--- src/rtl/vc_mem_lane_adapter_pkg.sv ---
// Shared message-format helpers for the narrow/wide memory lane adapter.
// Each message is packed as {type, addr, len, data} for requests and {type, len, data} for responses.
package vc_mem_lane_adapter_pkg;

    typedef enum logic {
        MEM_READ  = 1'b0,
        MEM_WRITE = 1'b1
    } mem_type_e;

    function automatic int vc_mem_len_sz(input int data_sz);
        return $clog2(data_sz / 8);
    endfunction

    function automatic int vc_mem_req_msg_sz(input int addr_sz, input int data_sz);
        return 1 + addr_sz + vc_mem_len_sz(data_sz) + data_sz;
    endfunction

    function automatic int vc_mem_resp_msg_sz(input int data_sz);
        return 1 + vc_mem_len_sz(data_sz) + data_sz;
    endfunction

endpackage

--- src/rtl/vc_mem_lane_tracker.sv ---
// In-order FIFO of per-request state.
// The head entry is visible combinationally so the response lane can be selected in the same cycle.
module vc_mem_lane_tracker #(
    parameter int p_entry_sz    = 8,
    parameter int p_num_entries = 4
) (
    input  logic                  clk,
    input  logic                  reset,
    input  logic                  enq_val,
    output logic                  enq_rdy,
    input  logic [p_entry_sz-1:0] enq_msg,
    output logic                  deq_val,
    input  logic                  deq_rdy,
    output logic [p_entry_sz-1:0] deq_msg
);

    localparam int PW = $clog2(p_num_entries);
    localparam int CW = PW + 1;

    logic [PW-1:0]         wr_ptr_q, wr_ptr_d;
    logic [PW-1:0]         rd_ptr_q, rd_ptr_d;
    logic [CW-1:0]         count_q, count_d;
    logic [p_entry_sz-1:0] entries_q [p_num_entries];
    logic [p_entry_sz-1:0] entries_d [p_num_entries];
    logic                  enq_fire_s;
    logic                  deq_fire_s;

    // A full tracker refuses enqueues even when the head leaves in the same cycle.
    assign enq_rdy    = (count_q != CW'(p_num_entries));
    assign deq_val    = (count_q != CW'(0));
    assign deq_msg    = entries_q[rd_ptr_q];
    assign enq_fire_s = enq_val & enq_rdy;
    assign deq_fire_s = deq_val & deq_rdy;

    // Next-state for storage, pointers and occupancy.
    always_comb begin
        entries_d = entries_q;
        wr_ptr_d  = wr_ptr_q;
        rd_ptr_d  = rd_ptr_q;
        count_d   = count_q;
        if (enq_fire_s) begin
            entries_d[wr_ptr_q] = enq_msg;
            wr_ptr_d            = wr_ptr_q + PW'(1);
        end else begin
            wr_ptr_d = wr_ptr_q;
        end
        if (deq_fire_s) begin
            rd_ptr_d = rd_ptr_q + PW'(1);
        end else begin
            rd_ptr_d = rd_ptr_q;
        end
        case ({enq_fire_s, deq_fire_s})
            2'b10:   count_d = count_q + CW'(1);
            2'b01:   count_d = count_q - CW'(1);
            default: count_d = count_q;
        endcase
    end

    // State registers with synchronous reset.
    always_ff @(posedge clk) begin
        if (reset) begin
            wr_ptr_q <= PW'(0);
            rd_ptr_q <= PW'(0);
            count_q  <= CW'(0);
            for (int i = 0; i < p_num_entries; i++) begin
                entries_q[i] <= p_entry_sz'(0);
            end
        end else begin
            wr_ptr_q  <= wr_ptr_d;
            rd_ptr_q  <= rd_ptr_d;
            count_q   <= count_d;
            entries_q <= entries_d;
        end
    end

endmodule

--- src/rtl/vc_mem_lane_adapter.sv ---
// Adapts a narrow processor memory port to a wide memory port: reads become line reads,
// writes pass through zero-padded, and the response lane is picked using tracked request state.
module vc_mem_lane_adapter
    import vc_mem_lane_adapter_pkg::*;
#(
    parameter int p_addr_sz      = 32,
    parameter int p_proc_data_sz = 32,
    parameter int p_mem_data_sz  = 128,
    parameter int p_num_entries  = 4,
    parameter int p_line_reads   = 1
) (
    input  logic clk,
    input  logic reset,
    input  logic procreq_val,
    output logic procreq_rdy,
    input  logic [vc_mem_req_msg_sz(p_addr_sz, p_proc_data_sz)-1:0] procreq_msg,
    output logic procresp_val,
    input  logic procresp_rdy,
    output logic [vc_mem_resp_msg_sz(p_proc_data_sz)-1:0] procresp_msg,
    output logic memreq_val,
    input  logic memreq_rdy,
    output logic [vc_mem_req_msg_sz(p_addr_sz, p_mem_data_sz)-1:0] memreq_msg,
    input  logic memresp_val,
    output logic memresp_rdy,
    input  logic [vc_mem_resp_msg_sz(p_mem_data_sz)-1:0] memresp_msg
);

    localparam int A    = p_addr_sz;
    localparam int P    = p_proc_data_sz;
    localparam int M    = p_mem_data_sz;
    localparam int OFF  = $clog2(M / 8);
    localparam int PLEN = $clog2(P / 8);
    localparam int LW   = PLEN + 1;
    localparam int E    = 1 + OFF + PLEN;
    localparam int RQ   = vc_mem_req_msg_sz(A, P);
    localparam int RS   = vc_mem_resp_msg_sz(M);

    logic            req_type_s;
    logic [A-1:0]    req_addr_s;
    logic [PLEN-1:0] req_len_s;
    logic [P-1:0]    req_data_s;
    logic [LW-1:0]   req_nbytes_s;
    logic [A-1:0]    mreq_addr_s;
    logic [OFF-1:0]  mreq_len_s;
    logic [M-1:0]    mreq_data_s;
    logic [OFF-1:0]  enq_off_s;

    logic            trk_enq_rdy_s;
    logic            trk_deq_val_s;
    logic [E-1:0]    trk_head_s;
    logic            head_type_s;
    logic [OFF-1:0]  head_off_s;
    logic [PLEN-1:0] head_len_s;
    logic [LW-1:0]   head_nbytes_s;
    logic [P-1:0]    lane_s;
    logic [P-1:0]    resp_data_s;
    logic            unused_s;

    assign memreq_val   = procreq_val  & trk_enq_rdy_s & ~reset;
    assign procreq_rdy  = memreq_rdy   & trk_enq_rdy_s & ~reset;
    assign procresp_val = memresp_val  & trk_deq_val_s & ~reset;
    assign memresp_rdy  = procresp_rdy & trk_deq_val_s & ~reset;

    // Request unpack, address alignment and write padding.
    always_comb begin
        req_type_s   = procreq_msg[RQ-1];
        req_addr_s   = procreq_msg[RQ-2 -: A];
        req_len_s    = procreq_msg[P+PLEN-1:P];
        req_data_s   = procreq_msg[P-1:0];
        req_nbytes_s = (req_len_s == PLEN'(0)) ? LW'(P / 8) : {1'b0, req_len_s};
        mreq_addr_s  = req_addr_s;
        mreq_len_s   = OFF'(req_nbytes_s);
        mreq_data_s  = M'(0);
        enq_off_s    = req_addr_s[OFF-1:0];
        if (req_type_s == MEM_WRITE) begin
            mreq_data_s = M'(req_data_s);
            enq_off_s   = OFF'(0);
        end else if (p_line_reads != 0) begin
            mreq_addr_s[OFF-1:0] = OFF'(0);
            mreq_len_s           = OFF'(0);
        end else begin
            enq_off_s = OFF'(0);
        end
    end

    assign memreq_msg = {req_type_s, mreq_addr_s, mreq_len_s, mreq_data_s};

    vc_mem_lane_tracker #(
        .p_entry_sz    (E),
        .p_num_entries (p_num_entries)
    ) u_tracker (
        .clk     (clk),
        .reset   (reset),
        .enq_val (memreq_val & memreq_rdy),
        .enq_rdy (trk_enq_rdy_s),
        .enq_msg ({req_type_s, enq_off_s, req_len_s}),
        .deq_val (trk_deq_val_s),
        .deq_rdy (procresp_val & procresp_rdy),
        .deq_msg (trk_head_s)
    );

    // Response lane extraction; bytes past the requested length read as zero.
    always_comb begin
        head_type_s   = trk_head_s[E-1];
        head_off_s    = trk_head_s[E-2 -: OFF];
        head_len_s    = trk_head_s[PLEN-1:0];
        head_nbytes_s = (head_len_s == PLEN'(0)) ? LW'(P / 8) : {1'b0, head_len_s};
        lane_s        = P'(memresp_msg[M-1:0] >> {head_off_s, 3'b000});
        resp_data_s   = P'(0);
        if (head_type_s == MEM_READ) begin
            for (int i = 0; i < P / 8; i++) begin
                if (LW'(i) < head_nbytes_s) begin
                    resp_data_s[8*i +: 8] = lane_s[8*i +: 8];
                end else begin
                    resp_data_s[8*i +: 8] = 8'h00;
                end
            end
        end else begin
            resp_data_s = P'(0);
        end
    end

    assign procresp_msg = {head_type_s, head_len_s, resp_data_s};

    // Memory-side type/len are superseded by the tracker head.
    assign unused_s = ^memresp_msg[RS-1:M];

endmodule

--- config.mk ---
export PLATFORM = sky130hd
export DESIGN_NAME = vc_mem_lane_adapter
export DESIGN_NICKNAME = d
export VERILOG_FILES = /design/src/rtl/vc_mem_lane_adapter_pkg.sv /design/src/rtl/vc_mem_lane_tracker.sv /design/src/rtl/vc_mem_lane_adapter.sv
export SDC_FILE = /design/constraint.sdc
export NUM_CORES = 1
export LEC_CHECK = 0
export ABC_AREA = 1
export CAP_MARGIN = 20
export CORE_AREA = 5 5 157 159
export CTS_CLUSTER_SIZE = 10
export DETAILED_ROUTE_END_ITERATION = 10
export DIE_AREA = 0 0 162 164
export PLACE_DENSITY_LB_ADDON = 0.12
export SKIP_CTS_REPAIR_TIMING = 1
export SLEW_MARGIN = 20
export SYNTH_ARGS = -nofsm -noshare
export SYNTH_HDL_FRONTEND = slang
export SYNTH_SLANG_ARGS = --single-unit
--- constraint.sdc ---
create_clock -name clk -period 2.2 [get_ports clk]
set_input_delay 0.55 -clock clk [delete_from_list [all_inputs] [get_ports clk]]
set_output_delay 0.55 -clock clk [all_outputs]
set_load 0.005 [all_outputs]
[After elaboration in Yosys (flattened, before gate mapping)]
Cells that the tools add are included.
Storage, ports and cells
  bits in registers: 35
  bits of input ports: 206
  output and inout port bits: 204
  logic and storage cells: 60
Cells by class
  add/sub/neg operators: 4
  magnitude comparators: 7
  equal/unequal tests: 3
  shift-type cells: 1
  mux-type cells: 18
  bitwise logic cells: 15
  reductions and logical operators: 5
Operators with widths (count)
  $shr 128x7->32: 1
  $mux 32: 2
  $mux 8: 4
  $bwmux 28: 1
  $mux 7: 3
  $bmux 7 s2: 1
  $demux 7 s2: 1
  $and 1x1->1: 12
  $mux 3: 3
  $mux 4: 2
  $ge 3x3->1 const B: 2
  $lt 1x3->1 const A: 2
  $lt 2x3->1 const A: 2
  $not 2->3: 2
  $pmux 3 s2: 1
  $add 2x1->2 const B: 2
  $logic_not 2->1: 2
  $add 3x1->3 const B: 1
  $lt 3x1->1 const B: 1
  $ne 3x3->1 const B: 1
  $reduce_bool 3->1: 1
  $sub 3x1->3 const B: 1
  $eq 2x1->1 const B: 1
  $eq 2x2->1 const B: 1
  3 further kinds: 3

[Logic depth before layout (Yosys ltp)]
Gate-level depths: netlist of the first run.
  depth in word-level cells: 9
  mapped depth: 14
  mapped depth without buffers: 12

[Modules after synthesis]
Synthesis of the first run repeated with hierarchy kept, for this count alone.
Second synthesis, totals
  cell total of the unflattened synthesis: 1471
  area total of the unflattened synthesis: 7199.4 um2
By module, submodules not included
  vc_mem_lane_adapter: instances 1, cells an instance 1156, area an instance 5207.5 um2, sequential area each 0.0 um2
  vc_mem_lane_tracker: instances 1, cells an instance 315, area an instance 1991.9 um2, sequential area each 700.7 um2

[Worst setup path before layout of the first run]
OpenSTA, ideal clock, no wires.
  path kind: register to output
  from: register u_tracker.rd_ptr_q[0]
  to: output port procresp_msg[16]
  arrival time: 1807 ps
  required time: 1650 ps
  setup slack: -157 ps
  cell stages (with the launch flop): 11
  buffers on the path: 2
  cell sequence: dfxtp_1 buf_4 buf_2 nor2_1 inv_1 a32oi_1 inv_1 ha_1 nor2_1 nand2_1 nor2_1
Between the ends
  longest elaborated chain between the ends: 9
  elaborated cells on any way between the ends: 10
  those cells by class: order compare (1); shift (1); mux (6); bitwise (1); reduce/logical (1)
RTL lines
  from (decl): line vc_mem_lane_tracker.sv:21  | logic [PW-1:0] rd_ptr_q, rd_ptr_d;
  from (signal assigned): line vc_mem_lane_tracker.sv:70  | rd_ptr_q <= rd_ptr_d;
  $not 2->3 (not written as such) (*): line vc_mem_lane_tracker.sv:31  | assign deq_msg = entries_q[rd_ptr_q];
  $bmux 7 s2 (*): line vc_mem_lane_tracker.sv:31
  $mux 7 (not written as such) (*) (2 in series): line vc_mem_lane_tracker.sv:31
  net procresp_msg[33]: line vc_mem_lane_adapter.sv:19  | output logic [vc_mem_resp_msg_sz(p_proc_data_sz)-1:0] procresp_msg,
  $logic_not 2->1: line vc_mem_lane_adapter.sv:107  | head_nbytes_s = (head_len_s == PLEN'(0)) ? LW'(P / 8) : {1'b0, head_len_s};
  $mux 3 (*): line vc_mem_lane_adapter.sv:107
  $lt 2x3->1 (*): line vc_mem_lane_adapter.sv:112  | if (LW'(i) < head_nbytes_s) begin
  $mux 8 (*): line vc_mem_lane_adapter.sv:112
  $mux 32 (*): line vc_mem_lane_adapter.sv:110  | if (head_type_s == MEM_READ) begin
  to (decl): line vc_mem_lane_adapter.sv:19
The timed path passes the listed nets; every way through them passes the cells marked *. The select of a mux whose other input is x is not followed.

[Worst setup path after layout of the first run]
  from: register u_tracker.rd_ptr_q[0]
  to: output port procresp_msg[6]
Between the ends
  longest elaborated chain between the ends: 9
  elaborated cells on any way between the ends: 10
  those cells by class: order compare (1); shift (1); mux (6); bitwise (1); reduce/logical (1)
RTL lines (line)
  $not 2->3 (not written as such) (*): vc_mem_lane_tracker.sv:31
  $bmux 7 s2 (*): vc_mem_lane_tracker.sv:31
  $mux 7 (not written as such) (*) (2 in series): vc_mem_lane_tracker.sv:31
  branches (longest 4 deep; another with $shr 128x7->32)
  $mux 32 (*): vc_mem_lane_adapter.sv:110
Every way passes the cells marked *. The select of a mux whose other input is x is not followed.

==> results of run 1 <==
-- routing by layer --
layer  track usage [%]  wire [microns]
met1              29.7           14400
met2              34.4           16300
met3              4.47            3300
met4              5.07             749
met5                 0              13
-- power by group through the flow --
stage | logic, uW | registers (uW) | clock network (uW)
after floorplan | 853 | 663 | 0
after CTS | 1630 | 651 | 716
after detailed placement | 1620 | 665 | 0
after global placement | 1620 | 665 | 0
after global routing | 1880 | 651 | 751
final | 1720 | 651 | 712
-- cell families after synthesis --
kind of cell / share of synthesized area [%]
other cells: 0.0503
flops: 9.41
compound gates: 8.32
xor+xnor: 0.118
buf+inv: 28.3
fa+ha+maj: 1.44
simple gates: 52.3
-- worst min-delay path, stage by stage, from the launching register on --
cell     delay, ns
dfxtp_1       0.31
nand2_1       0.06
a21oi_1       0.05
-- metrics by stage --
stage          worst slack (ns)  total power, uW  util [%]
6_report                 -0.652             3090      53.9
5_1_grt                  -0.736             3290      53.9
4_1_cts                   -1.21             3000      47.2
3_5_place_dp             -0.898             2280      46.6
3_3_place_gp             -0.881             2290      46.6
2_1_floorplan           -0.0125             1520         -
-- worst paths after layout --
check	endpoint	slack, ns	depth (start not counted)
worst min register to register	u_tracker.entries_q[4]$_SDFFE_PP0P_	0.47	2
worst min-delay path	u_tracker.entries_q[4]$_SDFFE_PP0P_	0.47	2
worst max-delay path	procresp_msg[6]	-0.65	13
worst max register to register	u_tracker.count_q[2]$_SDFFE_PP0P_	0.15	11
-- registers in the layout, summed over array words and instances, names as in the netlist --
signal,flops
u_tracker.count_q,3
u_tracker.entries_q,28
u_tracker.rd_ptr_q,2
u_tracker.wr_ptr_q,2
-- layout make-up --
class                      count  area (sq um)  share of cell area [%]
antenna                        1          2.50                  0.0201
clock inverter                 3          20.0                   0.161
timing repair inverter         1          8.76                  0.0703
sequential                    35           706                    5.66
timing repair buffer         442          4820                    38.6
tap                          290           363                    2.91
multi-input combinational   1104          5700                    45.8
clock buffer                   5           125                    1.00
inverter                     185           719                    5.77
-- cell usage in the layout, fill, tap and decap left out, types with 3 or more instances in the layout --
| master | synthesis | final |
|---|---|---|
| nand2_8 | 0 | 3 |
| clkbuf_2 | 0 | 4 |
| nand3_4 | 0 | 5 |
| nand2_4 | 0 | 10 |
| nor2_1 | 82 | 60 |
| nor2_2 | 1 | 16 |
| ha_1 | 7 | 4 |
| buf_12 | 0 | 38 |
| nand2_1 | 376 | 335 |
| o21ai_1 | 12 | 13 |
| conb_1 | 1 | 97 |
| o21ai_2 | 0 | 3 |
| a211oi_1 | 7 | 6 |
| dfxtp_1 | 35 | 33 |
| nand3_1 | 401 | 363 |
| nand2_2 | 3 | 33 |
| nor2_4 | 0 | 7 |
| nand3_2 | 3 | 36 |
| inv_2 | 5 | 4 |
| inv_1 | 179 | 176 |
| clkdlybuf4s50_1 | 0 | 193 |
| dlymetal6s2s_1 | 0 | 31 |
| a21oi_2 | 1 | 24 |
| buf_6 | 2 | 26 |
| ha_2 | 0 | 3 |
| clkbuf_16 | 0 | 23 |
| buf_4 | 137 | 105 |
| inv_4 | 1 | 3 |
| buf_8 | 0 | 5 |
| nand3b_1 | 11 | 11 |
| a21oi_1 | 82 | 57 |
| buf_2 | 46 | 22 |
==> results_dict.tcl, run 1 <==
set metrics [dict create \
    synth_common_cells "nand3_1 (401), nand2_1 (376), inv_1 (179)" \
    cts_root_buf "clkbuf_16" \
    worstReg2RegStart "u_tracker.count_q[1]$_SDFFE_PP0P_" \
    tns_ns -18.22 \
    yosysUniqueCellTypes 32 \
    layout-drive-gt1-share_pct 21.9 \
    ys.flop_type "dfxtp_1" \
    gr-total-overflow 0 \
    num-nets-final 1988 \
    cpPeakStageDelay_ns 0.45 \
    maxCapViolCount 0 \
    crit_type "reg -> out" \
    cp.arrival_ns 2.30 \
    die_x_microns 162 \
    p_per_area_mw_per_mm2 248 \
    track_usage_pct 21.5 \
    fin_cells 2066 \
    dr.first_iter.drc_count 813 \
    final_area_sq_mm 0.0125 \
    synthTopCellsByArea "nand3_1 (27%), nand2_1 (19%), buf_4 (14%)" \
    violations "negative setup slack" \
    syn2layout_area_growth_pct 67.4 \
    grt_first_pass_wirelength_microns 47400 \
    required_ns 1.65 \
    hold_violations 0 \
    crit_path_max_fanout 8 \
    p_seq_share_pct 21.1 \
    fmax_ghz 0.351 \
    min_path_type "reg -> reg" \
    async_flop_share_pct 0 \
    finalSetupViolCount 33 \
    holdCritStartpoint "u_tracker.entries_q[4]$_SDFFE_PP0P_" \
    synth_most_common_cell "nand3_1" \
    clk_latency_ns 0.28 \
    fill_cells 2311 \
    fin_ws_ns -0.652 \
    coreArea_sq_mm 0.0231 \
    syn_area_per_cell_sq_um 5.15 \
    die_area_sq_mm 0.0266 \
    synth_top_area_share_pct 26.9 \
    wl_microns 34700 \
    vias 10476 \
    pwr-share-comb_pct 55.9 \
    cts_tree "yes" \
    firstDrtPassIters 5 \
    post-route-drc-count 0 \
    vias_per_cell 5.07 \
    grt_max_degree 43 \
    placedInstanceArea_sq_mm 0.0108 \
    power_frac_clock_pct 23.1 \
    yosysWarnings 0 \
    grt_pass1_vias 8959 \
    rsz0062_at_grt "true" \
    num_rows 56 \
    cts-buffers-inserted 5 \
    path_cells "buf_6 -> a21oi_4 -> a32oi_4 -> inv_1 -> ha_2 -> inv_2 -> nand2_2 -> a21oi_4 -> buf_12 -> buf_8 -> nand2_2 -> nor2_2 -> buf_2" \
    status "finished with violations" \
    period_share_pct 130 \
    wl_per_cell_microns 16.8 \
    port_buffers 251 \
    power.leakage_uw 0.00673 \
    die_y_microns 164 \
    dp.cells 2003 \
    timing_max_transition_violations_final 0 \
    switching_power_uw 1160 \
    synth_seq_cells 35 \
    syn_area_sq_mm 0.00745 \
    clk_pin_slew_ns 0.06 \
    cp_top_family "buffers and inverters" \
    postRouteAntennaNets 0 \
    power.internal_uw 1930 \
    ir_worst_vdd_mv 0.270 \
    synthCells 1446 \
    switching_share_pct 37.5 \
    clockBufferDepth 2 \
    num_io_pins 410 \
    fin_skew_ns 0.00492 \
    hold_slack_ns 0.475 \
    htreeDepth 2 \
    ys_seq_area_share_pct 9.41 \
    yosys.area.top_type "nand3_1" \
    gp_congestion 0.891 \
    start_util_pct 32.2 \
    crit_path_start_kind "flop" \
    cp_num_buf_inv 6 \
    end_kind "primary output" \
    cts.sinks 35 \
    hpwl_microns 24600 \
    cp_slowest_cell "dfxtp_4" \
    layout_min_cycle_time_ns 2.85 \
    antenna_found_initial 1 \
    startpoint "u_tracker.rd_ptr_q[0]$_SDFFE_PP0P_" \
    synth-edff-count 0 \
]
Note: power is estimated with default switching activity, not from simulation.
==> run 2, diff against run 1 <==
--- a/config.mk
+++ b/config.mk
@@ -17,3 +17,4 @@
 export SYNTH_ARGS = -nofsm -noshare
 export SYNTH_HDL_FRONTEND = slang
 export SYNTH_SLANG_ARGS = --single-unit
+export TNS_END_PERCENT = 30
==> results_dict.tcl, run 2 (synthesis gave the netlist of run 1 again) <==
set metrics [dict create \
    status "finished with violations" \
    violations "negative setup slack" \
    grt_first_pass_wirelength_microns 47400 \
    cp_slowest_cell "dfxtp_4" \
    grt_max_degree 43 \
    wl_per_cell_microns 16.6 \
    timing_max_transition_violations_final 0 \
    wl_microns 34200 \
    die_y_microns 164 \
    required_ns 1.65 \
    clk_pin_slew_ns 0.06 \
    placedInstanceArea_sq_mm 0.0108 \
    fin_cells 2059 \
    end_kind "primary output" \
    crit_path_max_fanout 8 \
    final_common_cell "nand3_1" \
    crit_type "reg -> out" \
    htreeDepth 2 \
    min_path_type "reg -> reg" \
    p_per_area_mw_per_mm2 250 \
    cts.sinks 35 \
    crit_path_start_kind "flop" \
    cp_top_family "buffers and inverters" \
    final_area_sq_mm 0.0122 \
    reg2reg_to "u_tracker.count_q[2]$_SDFFE_PP0P_" \
    fin_skew_ns 0.00589 \
    rsz0062_at_grt "true" \
    tns_ns -18.80 \
    largest_reg_flops 28 \
    hold_path_end "u_tracker.entries_q[4]$_SDFFE_PP0P_" \
    firstDrtPassIters 7 \
    post-route-drc-count 0 \
    port_buffers 251 \
    cp_num_buf_inv 6 \
    syn2layout_area_growth_pct 64.3 \
    cp.depth 13 \
    hpwl_microns 24600 \
    ir_worst_vdd_mv 0.270 \
    clockBufferDepth 2 \
    power.leakage_uw 0.00663 \
    holdCritStartpoint "u_tracker.entries_q[4]$_SDFFE_PP0P_" \
    reg_top3 "u_tracker.entries_q (28), u_tracker.count_q (3)" \
    hold_violations 0 \
    num_rows 56 \
    fmax_ghz 0.350 \
    postRouteAntennaNets 0 \
    hold_slack_ns 0.470 \
    grt_pass1_vias 8959 \
    final_cell_mix "nand3_1 (374), nand2_1 (346), clkdlybuf4s50_1 (194)" \
    dr.first_iter.drc_count 897 \
    period_share_pct 130 \
    path_cells "buf_6 -> a21oi_4 -> a32oi_4 -> inv_1 -> ha_2 -> inv_2 -> nand2_2 -> a21oi_4 -> buf_12 -> buf_8 -> nand2_2 -> nor2_2 -> buf_2" \
    startpoint "u_tracker.rd_ptr_q[0]$_SDFFE_PP0P_" \
    worstReg2RegStart "u_tracker.count_q[0]$_SDFFE_PP0P_" \
    layout-drive-gt1-share_pct 19.9 \
    gr-total-overflow 0 \
    dp.cells 2003 \
    vias 10398 \
    clk_latency_ns 0.29 \
    maxCapViolCount 0 \
    cp.arrival_ns 2.30 \
    antenna_found_initial 1 \
    cpPeakStageDelay_ns 0.45 \
    cts_tree "yes" \
    total_power_uw 3060 \
    vias_per_cell 5.05 \
    die_x_microns 162 \
    coreArea_sq_mm 0.0231 \
    fin_ws_ns -0.654 \
    worst-r2r-setup-slack_ns 0.10 \
    whs_path_depth 2 \
    num-nets-final 1981 \
    gp_congestion 0.891 \
    layout_min_cycle_time_ns 2.85 \
    die_area_sq_mm 0.0266 \
    largest_register "u_tracker.entries_q" \
    num_io_pins 410 \
    start_util_pct 32.2 \
    cts-buffers-inserted 5 \
    reg2reg_depth 11 \
    cts_root_buf "clkbuf_16" \
    finalSetupViolCount 36 \
    track_usage_pct 21.5 \
]
==> run 2: changes by cell type in the layout (fill, tap and decap cells not counted), sizes merged <==
| cell | previous run | this run |
|---|---|---|
| buf | 196 | 189 |
| clkdlybuf4s50 | 193 | 194 |
| clkbuf | 27 | 24 |
| dlymetal6s2s | 31 | 33 |
==> run 2: through the flow <==
stage / setup WS [ns] / utilization (%)
after floorplan: -0.0125 / -
after global placement: -0.881 / 46.6
after detailed placement: -0.898 / 46.6
after CTS: -1.21 / 47.2
after global routing: -0.740 / 52.9
final: -0.654 / 52.9
==> run 2: how the worst max path moves through the flow <==
stage / endpoint
after detailed placement: procresp_msg[4]
after floorplan: procresp_msg[0]
final: procresp_msg[6]
after global routing: procresp_msg[6]
after global placement: procresp_msg[17]
after CTS: procresp_msg[17]
==> run 2: where the power goes <==
part | total, uW | switching [uW] | internal, uW
clock | 712 | 295 | 417
sequential | 651 | 7.87 | 643
combinational | 1700 | 837 | 861
total | 3060 | 1140 | 1920
==> run 2: worst register-to-register path, delay by kind of cell, from the launching register on <==
family                     cells  cell delay, ns
adders and majority gates      2            0.61
AOI/OAI and AO/OA              4            0.54
and+or+nand+nor                3            0.41
DFF                            1            0.36
buffers and inverters          2            0.14
==> run 2: layout make-up <==
class / count / area (sq um)
antenna: 1 / 2.50
clock buffer: 5 / 125
clock inverter: 3 / 20.0
fill: 2331 / 10900
inverter: 185 / 717
multi-input combinational: 1104 / 5570
sequential: 35 / 706
tap: 290 / 363
timing repair buffer: 435 / 4720
timing repair inverter: 1 / 8.76
==> run 2: routing by layer <==
metal | GRT usage (%) | vias to the layer above | part of all wire (%)
li1 | - | 5070 | -
met1 | 29.7 | 4670 | 41
met2 | 34.4 | 575 | 47
met3 | 4.47 | 81 | 9.5
met4 | 5.07 | 2 | 2.4
met5 | 0 | - | 0.038
